--- config.mk ---
export PLATFORM = sky130hd
export DESIGN_NAME = tbuart_fifo_xcvr
export DESIGN_NICKNAME = d
export VERILOG_FILES = /design/src/rtl/tbuart_fifo_xcvr.sv
export SDC_FILE = /design/constraint.sdc
export NUM_CORES = 1
export LEC_CHECK = 0
export CORE_MARGIN = 2
export CORE_UTILIZATION = 55
export CTS_CLUSTER_DIAMETER = 50
export CTS_CLUSTER_SIZE = 25
export DETAILED_ROUTE_END_ITERATION = 12
export GPL_TIMING_DRIVEN = 0
export PLACE_DENSITY = 0.78
export SETUP_SLACK_MARGIN = 0.15
export SLEW_MARGIN = 25
export SYNTH_ARGS = -nofsm -noshare
export SYNTH_HDL_FRONTEND = slang
export SYNTH_SLANG_ARGS = --single-unit
--- constraint.sdc ---
create_clock -name clock -period 5.8 [get_ports clock]
set_input_delay 1.74 -clock clock [delete_from_list [all_inputs] [get_ports clock]]
set_output_delay 1.74 -clock clock [all_outputs]
set_load 0.005 [all_outputs]
--- src/rtl/tbuart_fifo_xcvr.sv ---
// rtl/tbuart_fifo_xcvr.sv - full-duplex UART transceiver with TX/RX FIFOs and sticky error flags
module tbuart_fifo_xcvr #(
    parameter int CLKS_PER_BIT = 16,
    parameter int DATA_BITS    = 8,
    parameter int PARITY       = 0,
    parameter int STOP_BITS    = 1,
    parameter int FIFO_DEPTH   = 4
) (
    input  logic                 clock,
    input  logic                 reset,
    input  logic                 tx_valid,
    input  logic [DATA_BITS-1:0] tx_data,
    output logic                 tx_ready,
    output logic                 tx_busy,
    output logic                 ser_tx,
    input  logic                 ser_rx,
    output logic                 rx_valid,
    output logic [DATA_BITS-1:0] rx_data,
    input  logic                 rx_ready,
    input  logic                 err_clear,
    output logic                 rx_parity_err,
    output logic                 rx_frame_err,
    output logic                 rx_overflow
);
    localparam int CNT_W = $clog2(CLKS_PER_BIT);
    localparam int BIT_W = $clog2(DATA_BITS + 1);
    localparam int PTR_W = $clog2(FIFO_DEPTH);
    localparam logic [CNT_W-1:0] CNT_LAST  = CNT_W'(CLKS_PER_BIT - 1);
    localparam logic [CNT_W-1:0] CNT_HALF  = CNT_W'(CLKS_PER_BIT / 2 - 1);
    localparam logic [BIT_W-1:0] DATA_LAST = BIT_W'(DATA_BITS - 1);
    localparam logic [BIT_W-1:0] STOP_LAST = BIT_W'(STOP_BITS - 1);
    localparam logic             PAR_ODD   = (PARITY == 2);

    typedef enum logic [2:0] {S_IDLE, S_START, S_DATA, S_PARITY, S_STOP} state_t;

    logic [DATA_BITS-1:0] tx_mem_q [FIFO_DEPTH];
    logic [DATA_BITS-1:0] tx_mem_d [FIFO_DEPTH];
    logic [PTR_W:0]       tx_wr_q, tx_wr_d, tx_rd_q, tx_rd_d;
    logic                 tx_empty, tx_full, tx_push, tx_pop;
    state_t               tx_state_q, tx_state_d;
    logic [CNT_W-1:0]     tx_cnt_q, tx_cnt_d;
    logic [BIT_W-1:0]     tx_bit_q, tx_bit_d;
    logic [DATA_BITS-1:0] tx_shift_q, tx_shift_d;
    logic                 tx_par_q, tx_par_d;
    logic                 ser_tx_q, ser_tx_d;
    logic                 tx_bit_end;

    logic [DATA_BITS-1:0] rx_mem_q [FIFO_DEPTH];
    logic [DATA_BITS-1:0] rx_mem_d [FIFO_DEPTH];
    logic [PTR_W:0]       rx_wr_q, rx_wr_d, rx_rd_q, rx_rd_d;
    logic                 rx_empty, rx_full, rx_push, rx_pop, rx_good;
    logic                 rx_s1_q, rx_s1_d, rx_s2_q, rx_s2_d, rx_prev_q, rx_prev_d;
    state_t               rx_state_q, rx_state_d;
    logic [CNT_W-1:0]     rx_cnt_q, rx_cnt_d;
    logic [BIT_W-1:0]     rx_bit_q, rx_bit_d;
    logic [DATA_BITS-1:0] rx_shift_q, rx_shift_d;
    logic                 rx_perr_q, rx_perr_d, rx_ferr_q, rx_ferr_d, rx_done_q, rx_done_d;
    logic                 rx_sample;
    logic                 par_flag_q, par_flag_d, frm_flag_q, frm_flag_d, ovf_flag_q, ovf_flag_d;

    assign tx_empty = (tx_wr_q == tx_rd_q);
    assign tx_full  = (tx_wr_q[PTR_W] != tx_rd_q[PTR_W]) &&
                      (tx_wr_q[PTR_W-1:0] == tx_rd_q[PTR_W-1:0]);
    assign tx_push  = tx_valid && !tx_full;
    assign tx_ready = !tx_full;
    assign tx_busy  = !tx_empty || (tx_state_q != S_IDLE);
    assign ser_tx   = ser_tx_q;

    always_comb begin
        tx_mem_d = tx_mem_q;
        tx_wr_d  = tx_wr_q;
        tx_rd_d  = tx_rd_q;
        if (tx_push) begin
            tx_mem_d[tx_wr_q[PTR_W-1:0]] = tx_data;
            tx_wr_d = tx_wr_q + 1'b1;
        end
        if (tx_pop) tx_rd_d = tx_rd_q + 1'b1;
    end

    always_comb begin
        tx_state_d = tx_state_q;
        tx_cnt_d   = tx_cnt_q;
        tx_bit_d   = tx_bit_q;
        tx_shift_d = tx_shift_q;
        tx_par_d   = tx_par_q;
        tx_pop     = 1'b0;
        tx_bit_end = (tx_cnt_q == CNT_LAST);
        if (tx_state_q != S_IDLE) tx_cnt_d = tx_bit_end ? '0 : tx_cnt_q + 1'b1;
        case (tx_state_q)
            S_IDLE:   tx_pop = !tx_empty;
            S_START:  if (tx_bit_end) tx_state_d = S_DATA;
            S_DATA: begin
                if (tx_bit_end) begin
                    tx_shift_d = tx_shift_q >> 1;
                    if (tx_bit_q == DATA_LAST) begin
                        tx_bit_d   = '0;
                        tx_state_d = (PARITY != 0) ? S_PARITY : S_STOP;
                    end else begin
                        tx_bit_d = tx_bit_q + 1'b1;
                    end
                end
            end
            S_PARITY: if (tx_bit_end) tx_state_d = S_STOP;
            S_STOP: begin
                if (tx_bit_end) begin
                    if (tx_bit_q == STOP_LAST) begin
                        tx_state_d = S_IDLE;
                        tx_pop     = !tx_empty;
                    end else begin
                        tx_bit_d = tx_bit_q + 1'b1;
                    end
                end
            end
            default:  tx_state_d = S_IDLE;
        endcase
        // Popping straight out of STOP gives gap-free back-to-back frames
        if (tx_pop) begin
            tx_state_d = S_START;
            tx_cnt_d   = '0;
            tx_bit_d   = '0;
            tx_shift_d = tx_mem_q[tx_rd_q[PTR_W-1:0]];
            tx_par_d   = (^tx_mem_q[tx_rd_q[PTR_W-1:0]]) ^ PAR_ODD;
        end
        case (tx_state_d)
            S_START:  ser_tx_d = 1'b0;
            S_DATA:   ser_tx_d = tx_shift_d[0];
            S_PARITY: ser_tx_d = tx_par_d;
            default:  ser_tx_d = 1'b1;
        endcase
    end

    assign rx_empty = (rx_wr_q == rx_rd_q);
    assign rx_full  = (rx_wr_q[PTR_W] != rx_rd_q[PTR_W]) &&
                      (rx_wr_q[PTR_W-1:0] == rx_rd_q[PTR_W-1:0]);
    assign rx_pop   = rx_ready && !rx_empty;
    assign rx_good  = rx_done_q && !rx_perr_q && !rx_ferr_q;
    assign rx_push  = rx_good && (!rx_full || rx_pop);
    assign rx_valid = !rx_empty;
    assign rx_data  = rx_empty ? '0 : rx_mem_q[rx_rd_q[PTR_W-1:0]];
    assign rx_parity_err = par_flag_q;
    assign rx_frame_err  = frm_flag_q;
    assign rx_overflow   = ovf_flag_q;

    always_comb begin
        rx_mem_d   = rx_mem_q;
        rx_wr_d    = rx_wr_q;
        rx_rd_d    = rx_rd_q;
        if (rx_push) begin
            rx_mem_d[rx_wr_q[PTR_W-1:0]] = rx_shift_q;
            rx_wr_d = rx_wr_q + 1'b1;
        end
        if (rx_pop) rx_rd_d = rx_rd_q + 1'b1;
        par_flag_d = (par_flag_q && !err_clear) || (rx_done_q && rx_perr_q);
        frm_flag_d = (frm_flag_q && !err_clear) || (rx_done_q && rx_ferr_q);
        ovf_flag_d = (ovf_flag_q && !err_clear) || (rx_good && rx_full && !rx_pop);
    end

    always_comb begin
        rx_s1_d    = ser_rx;
        rx_s2_d    = rx_s1_q;
        rx_prev_d  = rx_s2_q;
        rx_state_d = rx_state_q;
        rx_cnt_d   = rx_cnt_q + 1'b1;
        rx_bit_d   = rx_bit_q;
        rx_shift_d = rx_shift_q;
        rx_perr_d  = rx_perr_q;
        rx_ferr_d  = rx_ferr_q;
        rx_done_d  = 1'b0;
        rx_sample  = (rx_cnt_q == CNT_LAST);
        if (rx_sample) rx_cnt_d = '0;
        case (rx_state_q)
            S_IDLE: begin
                rx_cnt_d = '0;
                if (rx_prev_q && !rx_s2_q) begin
                    rx_state_d = S_START;
                    rx_perr_d  = 1'b0;
                    rx_ferr_d  = 1'b0;
                end
            end
            S_START: begin
                // Re-check the start bit at mid-bit; later samples are one full bit apart
                if (rx_cnt_q == CNT_HALF) begin
                    rx_cnt_d   = '0;
                    rx_bit_d   = '0;
                    rx_state_d = rx_s2_q ? S_IDLE : S_DATA;
                end
            end
            S_DATA: begin
                if (rx_sample) begin
                    rx_shift_d = {rx_s2_q, rx_shift_q[DATA_BITS-1:1]};
                    if (rx_bit_q == DATA_LAST) begin
                        rx_bit_d   = '0;
                        rx_state_d = (PARITY != 0) ? S_PARITY : S_STOP;
                    end else begin
                        rx_bit_d = rx_bit_q + 1'b1;
                    end
                end
            end
            S_PARITY: begin
                if (rx_sample) begin
                    rx_perr_d  = rx_s2_q != ((^rx_shift_q) ^ PAR_ODD);
                    rx_state_d = S_STOP;
                end
            end
            S_STOP: begin
                if (rx_sample) begin
                    rx_ferr_d = rx_ferr_q || !rx_s2_q;
                    if (rx_bit_q == STOP_LAST) begin
                        rx_state_d = S_IDLE;
                        rx_done_d  = 1'b1;
                    end else begin
                        rx_bit_d = rx_bit_q + 1'b1;
                    end
                end
            end
            default: rx_state_d = S_IDLE;
        endcase
    end

    always_ff @(posedge clock or posedge reset) begin
        if (reset) begin
            for (int i = 0; i < FIFO_DEPTH; i++) begin
                tx_mem_q[i] <= '0;
                rx_mem_q[i] <= '0;
            end
            tx_wr_q    <= '0;
            tx_rd_q    <= '0;
            tx_state_q <= S_IDLE;
            tx_cnt_q   <= '0;
            tx_bit_q   <= '0;
            tx_shift_q <= '0;
            tx_par_q   <= 1'b0;
            ser_tx_q   <= 1'b1;
            rx_wr_q    <= '0;
            rx_rd_q    <= '0;
            rx_s1_q    <= 1'b1;
            rx_s2_q    <= 1'b1;
            rx_prev_q  <= 1'b1;
            rx_state_q <= S_IDLE;
            rx_cnt_q   <= '0;
            rx_bit_q   <= '0;
            rx_shift_q <= '0;
            rx_perr_q  <= 1'b0;
            rx_ferr_q  <= 1'b0;
            rx_done_q  <= 1'b0;
            par_flag_q <= 1'b0;
            frm_flag_q <= 1'b0;
            ovf_flag_q <= 1'b0;
        end else begin
            tx_mem_q   <= tx_mem_d;
            rx_mem_q   <= rx_mem_d;
            tx_wr_q    <= tx_wr_d;
            tx_rd_q    <= tx_rd_d;
            tx_state_q <= tx_state_d;
            tx_cnt_q   <= tx_cnt_d;
            tx_bit_q   <= tx_bit_d;
            tx_shift_q <= tx_shift_d;
            tx_par_q   <= tx_par_d;
            ser_tx_q   <= ser_tx_d;
            rx_wr_q    <= rx_wr_d;
            rx_rd_q    <= rx_rd_d;
            rx_s1_q    <= rx_s1_d;
            rx_s2_q    <= rx_s2_d;
            rx_prev_q  <= rx_prev_d;
            rx_state_q <= rx_state_d;
            rx_cnt_q   <= rx_cnt_d;
            rx_bit_q   <= rx_bit_d;
            rx_shift_q <= rx_shift_d;
            rx_perr_q  <= rx_perr_d;
            rx_ferr_q  <= rx_ferr_d;
            rx_done_q  <= rx_done_d;
            par_flag_q <= par_flag_d;
            frm_flag_q <= frm_flag_d;
            ovf_flag_q <= ovf_flag_d;
        end
    end
endmodule

==> impl_metrics.csv <==
group,metric,value,unit
outcome,status,"finished, final reports clean",
logic_synthesis,synth_ff_type,"dfrtp_1",
setup_path,cp_max_fo,10,
floorplan,die_area,0.0120,sq mm
logic_synthesis,syn_area_per_cell,12.9,sq um
logic_synthesis,syn_inst,477,
logic_synthesis,yosys_register_bits,125,
job,maxCapViolCount,0,
logic_synthesis,synth_cell_types,59,
setup_path,worst_setup_path_start_kind,"flop",
finish,fillers,783,
setup_path,crit_family,"buffers and inverters",
route,vias_per_cell,5.73,
setup_path,r2r_end,"rx_state_q[2]",
sta,max_clock_freq,230,MHz
setup_path,cp.required,4060,ps
logic_synthesis,ys_warn_count,0,
route,drt-pass1-iter-count,4,
finish,seq_area,0.00313,sq mm
clock_network,cts_resized,0,
setup_path,end_kind,"primary output",
clock_network,cts_max_level,4,
clock_network,cts_root_buf,"clkbuf_8",
setup_path,cpPeakStageDelay,500,ps
global_route,grt_pass1_wl,20.8,mm
floorplan,placementRows,38,
setup_path,cp.arrival,2600,ps
sta,worst_slew_pin_slew,740,ps
setup_path,worst_path_max_delay_cell,"clkdlybuf4s50_1",
floorplan,ios,29,
global_route,track_usage,23.1,%
global_route,grt_max_degree,66,
power,p_per_area,424,mW/mm^2
route,drt-initial-drc-count,220,
sta,slew-limit-headroom,50.2,%
placement,place_area,0.00662,sq mm
sta,timing.hold.ws,355,ps
clock_network,tritoncts,"built",
finish,post-route-util,67.0,%
placement,place_hpwl,7.92,mm
finish,final_area,0.00727,sq mm
route,ant_nets,0,
logic_synthesis,synth_nets,507,
placement,dp_cells,646,
global_route,grt_remaining_overflow,0,
logic_synthesis,synth.yosys.seq_area_share,51.1,%
power,p_leak,3.32,nW
sta,min_period,4340,ps
clock_network,cts_buffer_depth,2,
setup_path,path_depth,7,
setup_path,path_cells,"buf_4 > xor2_1 > nor2_1 > nand2_1 > clkbuf_1 > and2_1 > clkdlybuf4s50_1",
setup_path,path_class,"flop to primary output",
route,vias,3882,
clock_network,cts_made_buffers,17,
power,finalPower,3.08,mW
clock_network,cts_setup_buffers,0,
sta,final-hold-violation-count,0,
floorplan,die_y,110,um
finish,finalNonFillerCells,678,
clock_network,ctsHoldBuffers,0,
floorplan,initial_core_util,56.6,%
finish,nets,555,
route,avgRoutedWirePerCell,17.8,um
floorplan,coreArea,0.0108,sq mm
finish,synthToLayoutAreaGrowth,18.5,%
finish,multiInputGateArea,0.00283,sq mm
sta,skew,6.81,ps
global_route,antenna_found_initial,0,
route,drc_errors,0,
setup_path,r2r_cells,7,
hold_path,hp-start,"rx_s1_q",
setup_path,worstReg2RegStart,"rx_cnt_q[0]",
power,peakVddDrop,241,uV
clock_network,cts.sinks,125,
sta,drv_slew,0,
setup_path,crit_end,"rx_data[1]",
logic_synthesis,async_flop_share,100,%
placement,port_buffers,28,
clock_network,clk_pin_slew,60,ps
global_route,grt_pass1_vias,4295,
sta,setup_viol,0,
sta,rsz0062_at_grt,"false",
setup_path,worst-path-buf-inv,3,
hold_path,hold_class,"flop to flop",
placement,gp_congestion,0.829,
clock_network,clk-insertion-delay-late,520,ps
setup_path,startpoint,"rx_rd_q[0]",
finish,diodes,0,
logic_synthesis,synth-edff-count,0,
sta,min_period_over_period,74.9,%
setup_path,rrSetupSlack,3670,ps
floorplan,die_w,110,um
route,drt_wl_total,12.1,mm
logic_synthesis,synth_area,0.00613,sq mm
finish,drive_above_1_share,27.0,%
-- cells in the mapped netlist (5+ instances only) --
cell      instances  area share [%]
nor2_1           13            0.80
and2_1           10             1.0
ha_1             16             3.3
nand2_1          26             1.6
a22o_1            5            0.71
o21ai_0          16             1.3
mux2_1           15             2.8
and3_1            5            0.51
nor3_1            7            0.57
mux2_2           61              11
a21oi_1          11            0.90
nand2_2           7            0.71
clkbuf_1          5            0.31
inv_1            19             1.2
nand3_1           9            0.73
a21o_1            9             1.1
xnor2_1          25             3.6
dfrtp_1         121              49
mux4_2           16             5.9
nand3b_1          6            0.73
-- routing by layer --
layer  vias to the layer above  track usage [%]  share of wire [%]
met5                         -                0                  0
met3                        19             6.34                3.1
met4                         0             9.49                1.9
met2                        58             38.7                 51
li1                       1815                -                  -
met1                      1990             28.3                 44
-- final cells by class --
cell class / count / share of cell area [%]
sequential: 125 / 43.1
timing repair buffer: 29 / 4.23
buffer: 15 / 1.34
clock inverter: 12 / 2.62
inverter: 19 / 1.08
multi-input combinational: 318 / 38.9
clock buffer: 20 / 6.27
tap: 140 / 2.41
-- state kept, by name, summed over array words and instances, names as in the netlist, 4 cells and up --
register / cells
rx_mem_q: 32
tx_mem_q: 32
rx_shift_q: 8
tx_shift_q: 8
rx_bit_q: 4
rx_cnt_q: 4
tx_bit_q: 4
tx_cnt_q: 4
-- layout by cell type, fill, tap and decap left out, types with 7 or more instances in the layout --
cell | Yosys | layout
mux4_2 | 16 | 16
a21o_1 | 9 | 9
dfrtp_1 | 121 | 121
nand3_1 | 9 | 9
nand2_2 | 7 | 7
mux2_2 | 61 | 61
ha_1 | 16 | 16
nand2_1 | 26 | 26
mux2_1 | 15 | 15
nor3_1 | 7 | 7
inv_1 | 19 | 18
o21ai_0 | 16 | 16
a21oi_1 | 11 | 11
nor2_1 | 13 | 13
xnor2_1 | 25 | 25
clkdlybuf4s50_1 | 0 | 28
and2_1 | 10 | 10
clkbuf_16 | 0 | 16
-- logic make-up (layout without fill, tap and decap cells) --
logic type,after synthesis,after routing,synth area share [%]
multiplexers,94,94,20.2
XOR/XNOR,31,31,4.67
AND/OR/NAND/NOR,114,114,11.0
buffers and inverters,34,95,2.75
AO/OA/AOI/OAI,63,63,7.10
flip-flops,125,125,51.1
adder cells (fa/ha/maj),16,16,3.26
-- where the power goes --
part | internal, mW | total [mW] | switching [mW]
combinational | 0.390 | 0.780 | 0.390
clock | 0.771 | 1.15 | 0.379
sequential | 1.04 | 1.15 | 0.112
total | 2.20 | 3.08 | 0.880
-- metrics by stage --
| step | worst slack [ps] | setup TNS (ps) |
|---|---|---|
| floorplan | 739 | 0 |
| detailed placement | 1970 | 0 |
| finish | 1460 | 0 |
| CTS | 1410 | 0 |
| global placement | -821 | -98920 |
| global route | 1240 | 0 |
-- worst min path at each step --
stage                 to  slack [ps]  cells past startpoint
3_5_place_dp   rx_prev_d         350                      0
6_report       rx_prev_d         350                      0
2_1_floorplan  rx_prev_d         350                      0
5_1_grt        rx_prev_d         360                      0
3_3_place_gp   rx_prev_d         350                      0
4_1_cts        rx_prev_d         360                      0
No activity file was read; power rests on OpenSTA's default activity.
